`src/rtl/axi_stream_pkg.sv`:
```
// Shared definitions for the AXI-Stream header insert/remove stages:
// FSM state encoding and keep-vector helpers.
package axi_stream_pkg;

    localparam int MAX_BYTES = 64;

    typedef enum logic [1:0] {
        IDLE,
        FIRST,
        BODY,
        TAIL
    } state_t;

    // Number of set bits in a keep vector (keep is contiguous from its MSB).
    function automatic int keep_to_cnt(input logic [MAX_BYTES-1:0] keep);
        int cnt;
        cnt = 0;
        for (int i = 0; i < MAX_BYTES; i++) begin
            if (keep[i]) cnt++;
        end
        return cnt;
    endfunction

    // n ones aligned to the top of a width-bit field, zeros elsewhere.
    function automatic logic [MAX_BYTES-1:0] msb_mask(input int n, input int width);
        logic [MAX_BYTES-1:0] m;
        m = '0;
        for (int i = 0; i < MAX_BYTES; i++) begin
            m[i] = (i < width) && (i >= width - n);
        end
        return m;
    endfunction

endpackage

```
`src/rtl/axi_stream_out_reg.sv`:
```
// Single output register stage for an AXI-Stream source; holds its beat
// while the consumer stalls and reports when a new beat may be loaded.
module axi_stream_out_reg #(
    parameter int DATA_WD      = 32,
    parameter int DATA_BYTE_WD = DATA_WD / 8
) (
    input  logic                    clk,
    input  logic                    rst_n,
    input  logic                    load,
    input  logic [DATA_WD-1:0]      load_data,
    input  logic [DATA_BYTE_WD-1:0] load_keep,
    input  logic                    load_last,
    input  logic                    ready_out,
    output logic                    slot_free,
    output logic                    valid_out,
    output logic [DATA_WD-1:0]      data_out,
    output logic [DATA_BYTE_WD-1:0] keep_out,
    output logic                    last_out
);

    assign slot_free = !valid_out || ready_out;

    // load is only raised by the owner while slot_free is high.
    always_ff @(posedge clk or negedge rst_n) begin
        if (!rst_n) begin
            valid_out <= 1'b0;
            data_out  <= '0;
            keep_out  <= '0;
            last_out  <= 1'b0;
        end else if (load) begin
            valid_out <= 1'b1;
            data_out  <= load_data;
            keep_out  <= load_keep;
            last_out  <= load_last;
        end else if (ready_out) begin
            valid_out <= 1'b0;
        end
    end

endmodule

```
`src/rtl/axi_stream_remove_header.sv`:
```
// Strips R leading bytes from each AXI-Stream packet and re-packs the rest
// so that every output beat except the last carries a full keep.
module axi_stream_remove_header
    import axi_stream_pkg::*;
#(
    parameter int DATA_WD      = 32,
    parameter int DATA_BYTE_WD = DATA_WD / 8,
    parameter int BYTE_CNT_WD  = $clog2(DATA_BYTE_WD)
) (
    input  logic                    clk,
    input  logic                    rst_n,
    input  logic                    valid_in,
    input  logic [DATA_WD-1:0]      data_in,
    input  logic [DATA_BYTE_WD-1:0] keep_in,
    input  logic                    last_in,
    output logic                    ready_in,
    output logic                    valid_out,
    output logic [DATA_WD-1:0]      data_out,
    output logic [DATA_BYTE_WD-1:0] keep_out,
    output logic                    last_out,
    input  logic                    ready_out,
    input  logic                    valid_remove,
    input  logic [BYTE_CNT_WD-1:0]  byte_remove_cnt,
    output logic                    ready_remove
);

    localparam int CNT_W = BYTE_CNT_WD + 1;

    state_t                  state, state_next;
    logic [CNT_W-1:0]        strip_cnt;
    logic [CNT_W-1:0]        res_cnt;
    logic [DATA_WD-1:0]      residue;

    logic                    slot_free;
    logic                    load;
    logic [DATA_WD-1:0]      load_data;
    logic [DATA_BYTE_WD-1:0] load_keep;
    logic                    load_last;

    logic [DATA_WD-1:0]      data_m;
    logic [DATA_WD-1:0]      shl_data;
    logic [DATA_WD-1:0]      hi_data;
    logic [DATA_BYTE_WD-1:0] hi_keep;
    logic [CNT_W-1:0]        nb_in;
    logic [CNT_W-1:0]        rc_new;
    logic [DATA_BYTE_WD-1:0] new_keep;
    logic [DATA_BYTE_WD-1:0] res_keep;
    logic                    beat_acc;

    // Lanes outside keep are forced to zero so they never leak into output.
    always_comb begin
        data_m = '0;
        for (int i = 0; i < DATA_BYTE_WD; i++) begin
            data_m[8*i +: 8] = keep_in[i] ? data_in[8*i +: 8] : 8'h00;
        end
    end

    // Constant-shift alternatives selected by the latched strip count.
    always_comb begin
        shl_data = '0;
        hi_data  = '0;
        hi_keep  = '0;
        for (int k = 1; k <= DATA_BYTE_WD; k++) begin
            if (strip_cnt == CNT_W'(k)) begin
                shl_data = data_m << (8 * k);
                hi_data  = data_m >> (8 * (DATA_BYTE_WD - k));
                hi_keep  = keep_in >> (DATA_BYTE_WD - k);
            end
        end
    end

    assign nb_in    = CNT_W'(keep_to_cnt(MAX_BYTES'(keep_in)));
    assign rc_new   = (nb_in > strip_cnt) ? (nb_in - strip_cnt) : '0;
    assign new_keep = DATA_BYTE_WD'(msb_mask(int'(rc_new), DATA_BYTE_WD));
    assign res_keep = DATA_BYTE_WD'(msb_mask(int'(res_cnt), DATA_BYTE_WD));
    assign beat_acc = valid_in && ready_in;

    always_ff @(posedge clk or negedge rst_n) begin
        if (!rst_n) begin
            state <= IDLE;
        end else begin
            state <= state_next;
        end
    end

    always_comb begin
        state_next   = state;
        ready_in     = 1'b0;
        ready_remove = 1'b0;
        load         = 1'b0;
        load_data    = '0;
        load_keep    = '0;
        load_last    = 1'b0;
        unique case (state)
            IDLE: begin
                ready_remove = 1'b1;
                if (valid_remove) state_next = FIRST;
            end
            FIRST: begin
                ready_in = slot_free;
                if (valid_in && slot_free) begin
                    if (last_in) begin
                        state_next = IDLE;
                        if (rc_new != '0) begin
                            load      = 1'b1;
                            load_data = shl_data;
                            load_keep = new_keep;
                            load_last = 1'b1;
                        end
                    end else begin
                        state_next = BODY;
                    end
                end
            end
            BODY: begin
                ready_in = slot_free;
                if (valid_in && slot_free) begin
                    load      = 1'b1;
                    load_data = residue | hi_data;
                    load_keep = res_keep | hi_keep;
                    if (last_in) begin
                        if (nb_in <= strip_cnt) begin
                            load_last  = 1'b1;
                            state_next = IDLE;
                        end else begin
                            state_next = TAIL;
                        end
                    end
                end
            end
            TAIL: begin
                if (slot_free) begin
                    load       = 1'b1;
                    load_data  = residue;
                    load_keep  = res_keep;
                    load_last  = 1'b1;
                    state_next = IDLE;
                end
            end
        endcase
    end

    always_ff @(posedge clk or negedge rst_n) begin
        if (!rst_n) begin
            strip_cnt <= '0;
            res_cnt   <= '0;
            residue   <= '0;
        end else begin
            if (valid_remove && ready_remove) begin
                strip_cnt <= CNT_W'(byte_remove_cnt) + CNT_W'(1);
            end
            if (beat_acc) begin
                residue <= shl_data;
                res_cnt <= rc_new;
            end
        end
    end

    axi_stream_out_reg #(
        .DATA_WD      (DATA_WD),
        .DATA_BYTE_WD (DATA_BYTE_WD)
    ) u_out_reg (
        .clk       (clk),
        .rst_n     (rst_n),
        .load      (load),
        .load_data (load_data),
        .load_keep (load_keep),
        .load_last (load_last),
        .ready_out (ready_out),
        .slot_free (slot_free),
        .valid_out (valid_out),
        .data_out  (data_out),
        .keep_out  (keep_out),
        .last_out  (last_out)
    );

endmodule
```
`config.mk`:
```
export PLATFORM = sky130hd
export DESIGN_NAME = axi_stream_remove_header
export DESIGN_NICKNAME = d
export VERILOG_FILES = /design/src/rtl/axi_stream_pkg.sv /design/src/rtl/axi_stream_out_reg.sv /design/src/rtl/axi_stream_remove_header.sv
export SDC_FILE = /design/constraint.sdc
export NUM_CORES = 1
export LEC_CHECK = 0
export BUFFER_PORTS_ARGS = -buffer_cell sky130_fd_sc_hd__buf_2
export CAP_MARGIN = 10
export CORE_MARGIN = 4
export CORE_UTILIZATION = 60
export DETAILED_ROUTE_END_ITERATION = 10
export GPL_TIMING_DRIVEN = 0
export PLACE_DENSITY = 0.81
export SYNTH_ARGS = -nofsm -noshare
export SYNTH_HDL_FRONTEND = slang
export SYNTH_HIERARCHICAL = 1
export SYNTH_SLANG_ARGS = --single-unit
```
`constraint.sdc`:
```
create_clock -name clk -period 6.8 [get_ports clk]
set_clock_uncertainty 0.2 [all_clocks]
set_input_delay 1.36 -clock clk [delete_from_list [all_inputs] [get_ports clk]]
set_output_delay 1.36 -clock clk [all_outputs]
set_load 0.03 [all_outputs]
```
==> After elaboration in Yosys (flattened, before gate mapping) <==
Cells that the tools add are included.
{ "totals": {"register_bits": 78, "out_inout_bits": 40} }
{ "classes": {"add_sub_neg": 7, "magnitude_cmp": 10, "n_eq_ne": 12, "muxes": 55, "bitwise": 2, "n_reduce_logical": 10} }
{ "ops": {"columns": ["operator", "n"], "rows": [
  ["2-to-1 mux 32 bit", 12],
  [">= comparator 3 x 32 -> 1 bit (first input constant)", 4],
  ["one-hot mux 32 bit (3 select lines)", 1],
  [">= comparator 1 x 32 -> 1 bit (first input constant)", 2],
  [">= comparator 2 x 32 -> 1 bit (first input constant)", 2],
  ["2-to-1 mux 8 bit", 5],
  ["2-to-1 mux 4 bit", 8],
  ["OR 32 bit", 1],
  ["2-to-1 mux 1 bit", 14],
  ["2-to-1 mux 2 bit", 7],
  ["2-to-1 mux 3 bit", 4],
  ["one-hot mux 4 bit (3 select lines)", 1],
  ["!= test 2 bit (second input constant)", 5],
  ["one-hot mux 2 bit (4 select lines)", 1],
  ["subtractor 3 x 3 -> 4 bit (first input constant)", 2],
  ["adder 3 x 2 -> 3 bit (second input constant)", 2],
  ["equality test 3 x 2 -> 1 bit (second input constant)", 2],
  ["one-hot mux 1 bit (3 select lines)", 2],
  ["AND reduction 5 bit", 1],
  ["equality test 2 bit (second input constant)", 2],
  ["OR 4 bit", 1],
  ["adder 2 x 1 -> 3 bit (second input constant)", 1],
  ["equality test 3 x 1 -> 1 bit (second input constant)", 1],
  ["equality test 3 bit (second input constant)", 1],
  ["12 further kinds", 14]
]} }

==> Depth between registers and ports, before layout <==
Gate-level depths: netlist (run 1).
{ "logic_depth": {"depth_word": 15, "ltp_mapped": 20, "depth_no_buf": 17} }

==> By module <==
The synthesis (run 1) kept the hierarchy.
{ "by_module_without_submodules": {"columns": ["mod", "instances", "cells_per_inst", "area_per_inst_um2"], "rows": [
  ["axi_stream_remove_header", 1, 482, 3457.1],
  ["axi_stream_out_reg", 1, 81, 1490.2]
]} }

==> Worst setup path after synthesis (run 1) <==
No wires, ideal clock.
{ "synth_timing": {"path_kind": "in2reg", "startpoint": "input keep_in[0]", "endpoint": "register u_out_reg.data_out[10]", "setup_ns": 0.125, "arrival_ns": 5.118, "t_required_ns": 6.475, "setup_slack_ns": 1.357, "path_stages": 19, "n_path_buf": 4, "path_cell_list": "clkbuf_1 -> inv_1 -> ha_1 -> xor2_1 -> ha_1 -> mux2_2 -> ha_1 -> nand3b_1 -> a21oi_1 -> nand2_1 -> ha_1 -> ha_1 -> nor2_1 -> buf_2 -> nor2_1 -> nor2_1 -> buf_6 -> buf_6 -> mux2_4"} }
{ "synth_via": {"elab_chain_cells": 14, "word_cells_on_any_way": 24, "cone_classes": "4 x add/sub; 1 x order compare; 18 x mux; 1 x reduce/logical"} }
{ "synth_rtl": {"columns": ["element", "line", "text"], "rows": [
  ["start, declared", "axi_stream_remove_header.sv:14", "input logic [DATA_BYTE_WD-1:0] keep_in,"],
  ["2-to-1 mux 1 bit (*)", "axi_stream_pkg.sv:19", "if (keep[i]) cnt++;"],
  ["adder 1 x 1 -> 2 bit", "axi_stream_pkg.sv:19", null],
  ["2-to-1 mux 3 bit (*)", "axi_stream_pkg.sv:19", null],
  ["adder 3 x 2 -> 3 bit", "axi_stream_pkg.sv:19", null],
  ["2-to-1 mux 3 bit (*)", "axi_stream_pkg.sv:19", null],
  ["adder 3 x 2 -> 3 bit", "axi_stream_pkg.sv:19", null],
  ["2-to-1 mux 3 bit (*)", "axi_stream_pkg.sv:19", null],
  ["subtractor 3 bit / greater-than comparator 3 bit (equally long branches)", "axi_stream_remove_header.sv:73", "assign rc_new = (nb_in > strip_cnt) ? (nb_in - strip_cnt) : '0;"],
  ["2-to-1 mux 3 bit (*)", "axi_stream_remove_header.sv:73", null],
  ["nonzero test 3 bit (*)", "axi_stream_remove_header.sv:104", "if (rc_new != '0) begin"],
  ["2-to-1 mux 1 bit (*)", "axi_stream_remove_header.sv:104", null],
  ["2-to-1 mux 1 bit (*)", "axi_stream_remove_header.sv:102", "if (last_in) begin"],
  ["2-to-1 mux 1 bit (*)", "axi_stream_remove_header.sv:101", "if (valid_in && slot_free) begin"],
  ["one-hot mux 1 bit (3 select lines) (*)", "axi_stream_remove_header.sv:94", "unique case (state)"],
  ["named net load", "axi_stream_remove_header.sv:35", "logic load;"],
  ["end signal, assigned", "axi_stream_out_reg.sv:32", "data_out <= load_data;"],
  ["end, declared", "axi_stream_out_reg.sv:16", "output logic [DATA_WD-1:0] data_out,"]
]} }
The timed path passes the listed nets; every way through them passes the cells marked *.
A chain may end at the register's enable or synchronous reset.

==> Final worst setup path (run 1) <==
{ "layout_timing": {"startpoint": "input keep_in[1]", "endpoint": "register u_out_reg.data_out[11]"} }
{ "layout_via": {"elab_chain_cells": 12, "word_cells_on_any_way": 21, "cone_classes": "3 x add/sub; 1 x order compare; 15 x mux; 1 x bitwise; 1 x reduce/logical"} }
{ "layout_rtl": {"columns": ["element", "line"], "rows": [
  ["2-to-1 mux 3 bit (*)", "axi_stream_pkg.sv:19"],
  ["adder 3 x 2 -> 3 bit", "axi_stream_pkg.sv:19"],
  ["2-to-1 mux 3 bit (*)", "axi_stream_pkg.sv:19"],
  ["adder 3 x 2 -> 3 bit", "axi_stream_pkg.sv:19"],
  ["2-to-1 mux 3 bit (*)", "axi_stream_pkg.sv:19"],
  ["subtractor 3 bit / greater-than comparator 3 bit (equally long branches)", "axi_stream_remove_header.sv:73"],
  ["2-to-1 mux 3 bit (*)", "axi_stream_remove_header.sv:73"],
  ["nonzero test 3 bit (*)", "axi_stream_remove_header.sv:104"],
  ["2-to-1 mux 1 bit (*)", "axi_stream_remove_header.sv:104"],
  ["2-to-1 mux 1 bit (*)", "axi_stream_remove_header.sv:102"],
  ["2-to-1 mux 1 bit (*)", "axi_stream_remove_header.sv:101"],
  ["one-hot mux 1 bit (3 select lines) (*)", "axi_stream_remove_header.sv:94"],
  ["named net load", "axi_stream_remove_header.sv:35"]
]} }
Marked as above.

==> flow_summary.rst, run 1 <==
.. list-table::
   :header-rows: 1

   * - Metric
     - Value
   * - Peak Freq
     - 157 MHz
   * - Run status
     - finished clean
   * - NumNets Final
     - 721
   * - Category of the most critical setup path
     - input port to flip-flop
   * - DIE AREA
     - 0.00976 mm2
   * - Critical Path Source
     - keep_in[1]
   * - Area growth, synth to finish
     - 15.3%
   * - Pre-antenna DRT Iters
     - 7
   * - Floorplan die width
     - 98.8 um
   * - Type of the tightest min-delay check
     - flip-flop to flip-flop
   * - Hold path cells
     - 2
   * - Port Buffer Count
     - 81
   * - Tightest Pin Transition
     - 0.898 ns
   * - Origin of the critical flop-to-flop path
     - strip_cnt[1]
   * - Initial core utilization
     - 62.7%
   * - Number of hold buffers added after CTS
     - 0
   * - Placement row count
     - 32
   * - Setup Buffers After CTS
     - 0
   * - Number of instances in the placed design
     - 746
   * - Total power density per cell area
     - 392 mW/mm2
   * - Overflow after GRT
     - 0
   * - Proportion of register bits with asynchronous set or reset after synthesis
     - 100%
   * - Weighted congestion reported at the end of routability-driven placement
     - 1.02
   * - Min Clock Period, post-route
     - 6.38 ns
   * - Data arrival at the endpoint of the critical path
     - 6.42 ns
   * - Starting DRC count in detailed routing
     - 757
   * - Vias after detailed routing
     - 5004
   * - CTS max path bufs
     - 2
   * - First-pass GRT wire length
     - 25900 um
   * - Number of global-route vias before repair
     - 4772
   * - Worst VDD drop
     - 0.000317 V
   * - Number of synthesized flops with an enable pin
     - 0
   * - Number of antenna violations at the first check in global routing
     - 0
   * - Post-route setup TNS
     - 0 ns
   * - Global routing usage summed across all routing layers
     - 33.6%
   * - Clock transition at the register clock pins on the worst setup and hold paths after CTS
     - 0.08 ns
   * - Pin count of the biggest net entering global routing
     - 71
   * - # H-tree levels
     - 3
   * - Wire per inst
     - 21.6 um
   * - Summed instance area of the synthesized netlist
     - 0.00495 mm2
   * - Layout Cells excl Fill
     - 762
   * - Mean instance size in the synthesized netlist
     - 8.79 um2
   * - Count of cell types in the netlist
     - 42
   * - Post-synth top flop
     - dfrtp_1
   * - Total wirelength of the detailed-routed design
     - 16500 um
   * - Crit path launch type
     - input port
   * - Number of cells produced by synthesis
     - 563
   * - Worst rel slew slack
     - 40.0%
   * - Static leakage
     - 0.00263 uW
   * - Area of the core
     - 0.00789 mm2
   * - Endpoints failing setup
     - 0
   * - TritonCTS sink count
     - 70
   * - Hold Violations, Final
     - 0
   * - Vert. Die Dim
     - 98.8 um
   * - CTS Buf Count
     - 9
   * - Hold path start
     - residue[12]
   * - Antenna Violating Nets Remaining
     - 0
   * - Half-perimeter wire length after placement
     - 12700 um
   * - CP Max Fanout
     - 10
   * - Nets in the synthesized netlist
     - 629
   * - Count of pins over their slew limit
     - 0
   * - Clock latency reported for the late side of the worst-skew pair
     - 0.36 ns
   * - IO Pins
     - 84
   * - CTS tree
     - done
   * - Number of cells on the worst reg-to-reg path
     - 16
   * - Crit path capture type
     - flip-flop
   * - Period utilization
     - 93.9%
   * - Post-DR vias/cell
     - 6.57
   * - Number of design rule violations left after detail routing
     - 0
   * - Clk Tree Root Cell
     - clkbuf_8
   * - Max-cap check violation count
     - 0
   * - Share of synthesized area occupied by flip-flops and latches
     - 35.4%
   * - Layout cell share with drive strength beyond 1
     - 25.5%
   * - Ys Warns
     - 6
   * - Count of antenna diodes in the layout
     - 0
   * - Post-synthesis register bit count
     - 70
   * - Worst EP required
     - 6.84 ns
   * - RSZ-0062 raised after global routing
     - false
   * - # resized after CTS
     - 0
-- cells in the final DEF (no fill, tap or decap), types with 19 or more instances in the layout --
cell,synthesis,layout
a21oi_1,42,42
buf_2,15,95
clkbuf_1,26,26
dfrtp_1,70,70
ha_1,21,21
mux2_2,29,29
mux2_4,19,19
nand2_1,71,71
nand3_1,30,30
nor2_1,24,24
o21ai_0,49,49
o22ai_1,39,39
-- state kept, by name, summed over array words and instances, names as in the netlist --
register and flops:
res_cnt 3, state 2, u_out_reg/keep_out 4, residue 24, strip_cnt 3, u_out_reg/last_out 1, u_out_reg/data_out 32, u_out_reg/valid_out 1
-- cells in the mapped netlist, drive strengths merged, types with 18 or more instances --
cell type | number | share of area (%)
clkbuf | 26 | 2.0
a32oi | 18 | 3.2
mux2 | 48 | 12
ha | 21 | 5.3
o21ai | 49 | 5.0
buf | 21 | 2.6
nand3 | 30 | 3.0
nand2 | 71 | 5.4
a21oi | 42 | 4.2
o22ai | 39 | 4.9
inv | 18 | 1.4
dfrtp | 70 | 35
nor2 | 24 | 1.8
-- through the flow --
stage                     util [%]  total power, uW  hold WS [ns]  area, um2  worst slack [ns]
after global routing          72.3             2350         0.320       5700             0.227
after global placement        69.5             1770         0.261       5480             0.404
after detailed placement      69.5             1810         0.275       5480             0.206
after floorplan                  -             1450         0.251       4950              1.36
after CTS                     72.3             2200         0.292       5700             0.554
final                         72.3             2240         0.290       5700             0.417
-- area by class of cell --
type                    instances  area [um2]
clock inverters                 7        97.6
multi-input cells             428        2900
clock buffers                   9         124
plain buffers                  47         225
well taps                     102         128
fillers                       637        2180
flip-flops and latches         70        1750
repair buffers                 81         408
inverters                      18        67.6
-- power by group --
part,internal [uW],switching (uW),total [uW]
Clock,208,175,383
Sequential,517,67.2,585
Combinational,428,842,1270
Total,1150,1080,2240
-- logic make-up after synthesis --
group | after synthesis | synth area share (%)
buffers and inverters | 65 | 5.92
XOR/XNOR | 4 | 0.708
AO/OA/AOI/OAI | 169 | 20.5
flip-flops | 70 | 35.4
multiplexers | 54 | 13.6
AND/OR/NAND/NOR | 179 | 18.1
adder cells (fa/ha/maj) | 22 | 5.72
-- path summary, 6_finish.rpt --
check	endpoint	slack, ns
worst max register to register	u_out_reg/data_out[11]	1.93
worst min-delay path	residue[12]	0.29
worst max-delay path	u_out_reg/data_out[11]	0.42
max in group asynchronous	res_cnt[2]	4.89
worst min register to register	residue[12]	0.29
min in group asynchronous	strip_cnt[0]	0.90
-- per-layer routing --
| layer | wire length, um | GRT usage, % |
|---|---|---|
| met5 | 0 | 0 |
| met2 | 7480 | 51.8 |
| met1 | 6830 | 48.8 |
| met3 | 1960 | 6.09 |
| met4 | 214 | 9.03 |
-- worst max-delay path: stages --
cell      delay [ns]
buf_2           0.19
clkbuf_1        0.40
inv_1           0.13
ha_1            0.33
xor2_1          0.26
ha_1            0.29
mux2_2          0.30
ha_1            0.32
nand3b_1        0.15
a21oi_1         0.32
nand2_1         0.22
ha_1            0.25
ha_1            0.26
nor2_1          0.19
buf_2           0.27
nor2_1          0.08
nor2_1          0.34
buf_6           0.22
buf_6           0.19
mux2_4          0.32
Power figures use the tool's default switching activity.
==> run 2: changes to the inputs <==
CELL_PAD_IN_SITES_DETAIL_PLACEMENT = 2   (was unset)
CELL_PAD_IN_SITES_GLOBAL_PLACEMENT = 2   (was unset)
CORE_UTILIZATION = 37   (was 60)
PLACE_DENSITY = 0.83   (was 0.81)
==> flow_summary.rst, run 2 (synthesis results as in run 1) <==
.. list-table::
   :header-rows: 1

   * - Metric
     - Value
   * - Number of global-route vias before repair
     - 5569 (+17%)
   * - Category of the most critical setup path
     - input port to flip-flop
   * - Number of antenna violations at the first check in global routing
     - 0 (unchanged)
   * - Fin area
     - 0.00593 mm2 (+4.0%)
   * - Vert. Die Dim
     - 124 um (+25%)
   * - Clock transition at the register clock pins on the worst setup and hold paths after CTS
     - 0.06 ns (-0.02 ns)
   * - Top cell by count, worst path
     - ha_1
   * - Tightest Pin Transition
     - 0.984 ns (+0.0864 ns)
   * - Crit path launch type
     - input port
   * - Min Clock Period, post-route
     - 6.57 ns (+0.185 ns)
   * - Static leakage
     - 0.00270 uW (+2.5%)
   * - Least setup slack across all paths after layout
     - 0.232 ns (-0.185 ns)
   * - Post-route setup TNS
     - 0 ns (unchanged)
   * - Register with the most flip-flops
     - u_out_reg/data_out
   * - Data arrival at the endpoint of the critical path
     - 6.60 ns (+0.18 ns)
   * - CP Max Fanout
     - 10 (unchanged)
   * - Slowest cell on the critical path
     - clkbuf_1
   * - # H-tree levels
     - 3 (unchanged)
   * - Max-cap check violation count
     - 0 (unchanged)
   * - Layout cell share with drive strength beyond 1
     - 25.6% (+0.11 points)
   * - Clock latency reported for the late side of the worst-skew pair
     - 0.34 ns (-0.02 ns)
   * - Leading cell type in the layout, fill and taps excluded
     - buf_2
   * - Flip-flop count of the largest register, all copies and words added
     - 32 (unchanged)
   * - Worst EP required
     - 6.83 ns (about the same)
   * - Peak Freq
     - 152 MHz (-2.8%)
   * - Buf+Inv Stages, Crit Path
     - 5 (-1)
   * - Layout Cells excl Fill
     - 833 (+9.3%)
   * - Total power density per cell area
     - 421 mW/mm2 (+7.3%)
   * - TritonCTS sink count
     - 70 (unchanged)
   * - Total power
     - 2500 uW (+12%)
   * - Period utilization
     - 96.6% (+2.7 points)
   * - Antenna Violating Nets Remaining
     - 0 (unchanged)
   * - Endpoints failing setup
     - 0 (unchanged)
   * - Run status
     - finished clean
   * - Placement row count
     - 41 (+28%)
   * - IO Pins
     - 84 (unchanged)
   * - CTS Buf Count
     - 9 (unchanged)
   * - Fill cell instance count of the final layout
     - 1418 (+120%)
   * - Port Buffer Count
     - 81 (unchanged)
   * - Number of instances in the placed design
     - 817 (+9.5%)
   * - Clk Tree Root Cell
     - clkbuf_16
   * - Wire per inst
     - 26.4 um (+22%)
   * - Most frequent cells in the layout
     - 95 x buf_2, 71 x nand2_1, 70 x dfrtp_1
   * - Count of antenna diodes in the layout
     - 0 (unchanged)
   * - First-pass GRT wire length
     - 33800 um (+30%)
   * - CTS tree
     - done
   * - Category of cells accounting for the largest share of critical-path delay
     - adder cells
   * - Half-perimeter wire length after placement
     - 16200 um (+28%)
   * - Area used by sequential logic in the layout
     - 0.00175 mm2 (unchanged)
   * - Overflow after GRT
     - 0 (unchanged)
   * - Max stage delay on crit path
     - 0.48 ns (+0.08 ns)
   * - Weighted congestion reported at the end of routability-driven placement
     - 0.945 (-7.5%)
   * - Number of design rule violations left after detail routing
     - 0 (unchanged)
   * - Hold Violations, Final
     - 0 (unchanged)
   * - Number of hold buffers added after CTS
     - 0 (unchanged)
   * - Regs by FF count
     - u_out_reg/data_out (32), residue (24), u_out_reg/keep_out (4)
   * - Global routing usage summed across all routing layers
     - 29.8% (-3.8 points)
   * - Count of pins over their slew limit
     - 0 (unchanged)
   * - Area growth, synth to finish
     - 19.9%
   * - Crit path capture type
     - flip-flop
   * - Worst rel slew slack
     - 34.2% (-5.8 points)
   * - Total wirelength of the detailed-routed design
     - 22000 um (+34%)
   * - Starting DRC count in detailed routing
     - 457 (-40%)
   * - Floorplan die width
     - 124 um (+25%)
   * - Post-placement setup slack
     - 0.0711 ns (-0.135 ns)
   * - Pin count of the biggest net entering global routing
     - 43 (-39%)
   * - Initial core utilization
     - 38.4% (-24 points)
   * - # resized after CTS
     - 0 (unchanged)
   * - Area of the multi-input gates
     - 0.00290 mm2 (unchanged)
   * - NumNets Final
     - 722 (+0.14%)
   * - Type of the tightest min-delay check
     - flip-flop to flip-flop
   * - Setup Buffers After CTS
     - 0 (unchanged)
   * - Area of the core
     - 0.0129 mm2 (+63%)
   * - Post-DR vias/cell
     - 6.15 (-6.3%)
   * - Vias after detailed routing
     - 5126 (+2.4%)
   * - RSZ-0062 raised after global routing
     - false
   * - Cell-by-cell trace of the critical path
     - buf_2 -> clkbuf_1 -> inv_1 -> ha_1 -> xor2_1 -> ha_1 -> mux2_2 -> ha_1 -> nand3b_1 -> a21oi_1 -> nand2_1 -> ha_1 -> ha_1 -> nor2_1 -> buf_2 -> nor2_1 -> nor2_1 -> buf_2 -> mux2_2
   * - Area of placed instances
     - 0.00560 mm2 (+2.1%)
   * - Worst VDD drop
     - 0.000257 V (-19%)
   * - DIE AREA
     - 0.0153 mm2 (+57%)
   * - Pre-antenna DRT Iters
     - 5 (-2)
   * - CTS max path bufs
     - 2 (unchanged)
-- run 2: cell count changes in the layout (fill, tap and decap cells not counted) --
cell / previous run / this run
buf_16: 0 / 1
clkbuf_16: 0 / 9
clkbuf_8: 9 / 1
clkinv_2: 2 / 1
clkinv_4: 1 / 2
clkinvlp_4: 1 / 0
-- run 2: cell type report --
type                    instances  share of cell area [%]
repair buffers                 82                    7.34
inverters                      18                    1.14
clock buffers                  10                    4.03
well taps                     172                    3.63
clock inverters                 6                    1.58
flip-flops and latches         70                    29.5
multi-input cells             428                    48.9
plain buffers                  47                    3.80
-- run 2: power by group --
| part | switching, uW | internal [uW] |
|---|---|---|
| sequential | 73.4 | 518 |
| clock | 204 | 335 |
| combinational | 935 | 432 |
| total | 1210 | 1280 |
-- run 2: worst paths after layout --
path / start / endpoint / slack, ns / cells after the start
setup / recovery: keep_in[0] / u_out_reg/data_out[6] / 0.23 / 19
hold / removal: residue[12] / residue[12] / 0.29 / 2
setup reg to reg: strip_cnt[1] / u_out_reg/data_out[6] / 1.84 / 15
hold reg to reg: residue[12] / residue[12] / 0.29 / 2
max in group asynchronous: rst_n / u_out_reg/data_out[30] / 5.09 / 2
min in group asynchronous: rst_n / u_out_reg/data_out[3] / 0.75 / 1
-- run 2: per-stage QoR --
step	hold slack, ns	utilization (%)
floorplan	0.251	-
global placement	0.263	43.2
detailed placement	0.274	43.5
CTS	0.289	46.1
global route	0.315	46.1
finish	0.289	46.1
-- run 2: worst register-to-register path, delay by kind of cell, from the launching register on --
kind / cells / cell delay, ns
adder cells (fa/ha/maj): 3 / 0.87
multiplexers: 1 / 0.39
AO/OA/AOI/OAI: 1 / 0.37
buffers and inverters: 5 / 1.68
AND/OR/NAND/NOR: 5 / 0.90
flip-flops: 1 / 0.44
-- run 2: routing by layer --
| metal | vias to the layer above | wire length (um) | track usage [%] |
|---|---|---|---|
| met3 | 29 | 1550 | 4.27 |
| met2 | 233 | 10400 | 48.4 |
| met4 | 0 | 344 | 8.72 |
| li1 | 2237 | - | - |
| met1 | 2627 | 9740 | 41.4 |
| met5 | - | 0 | 0 |
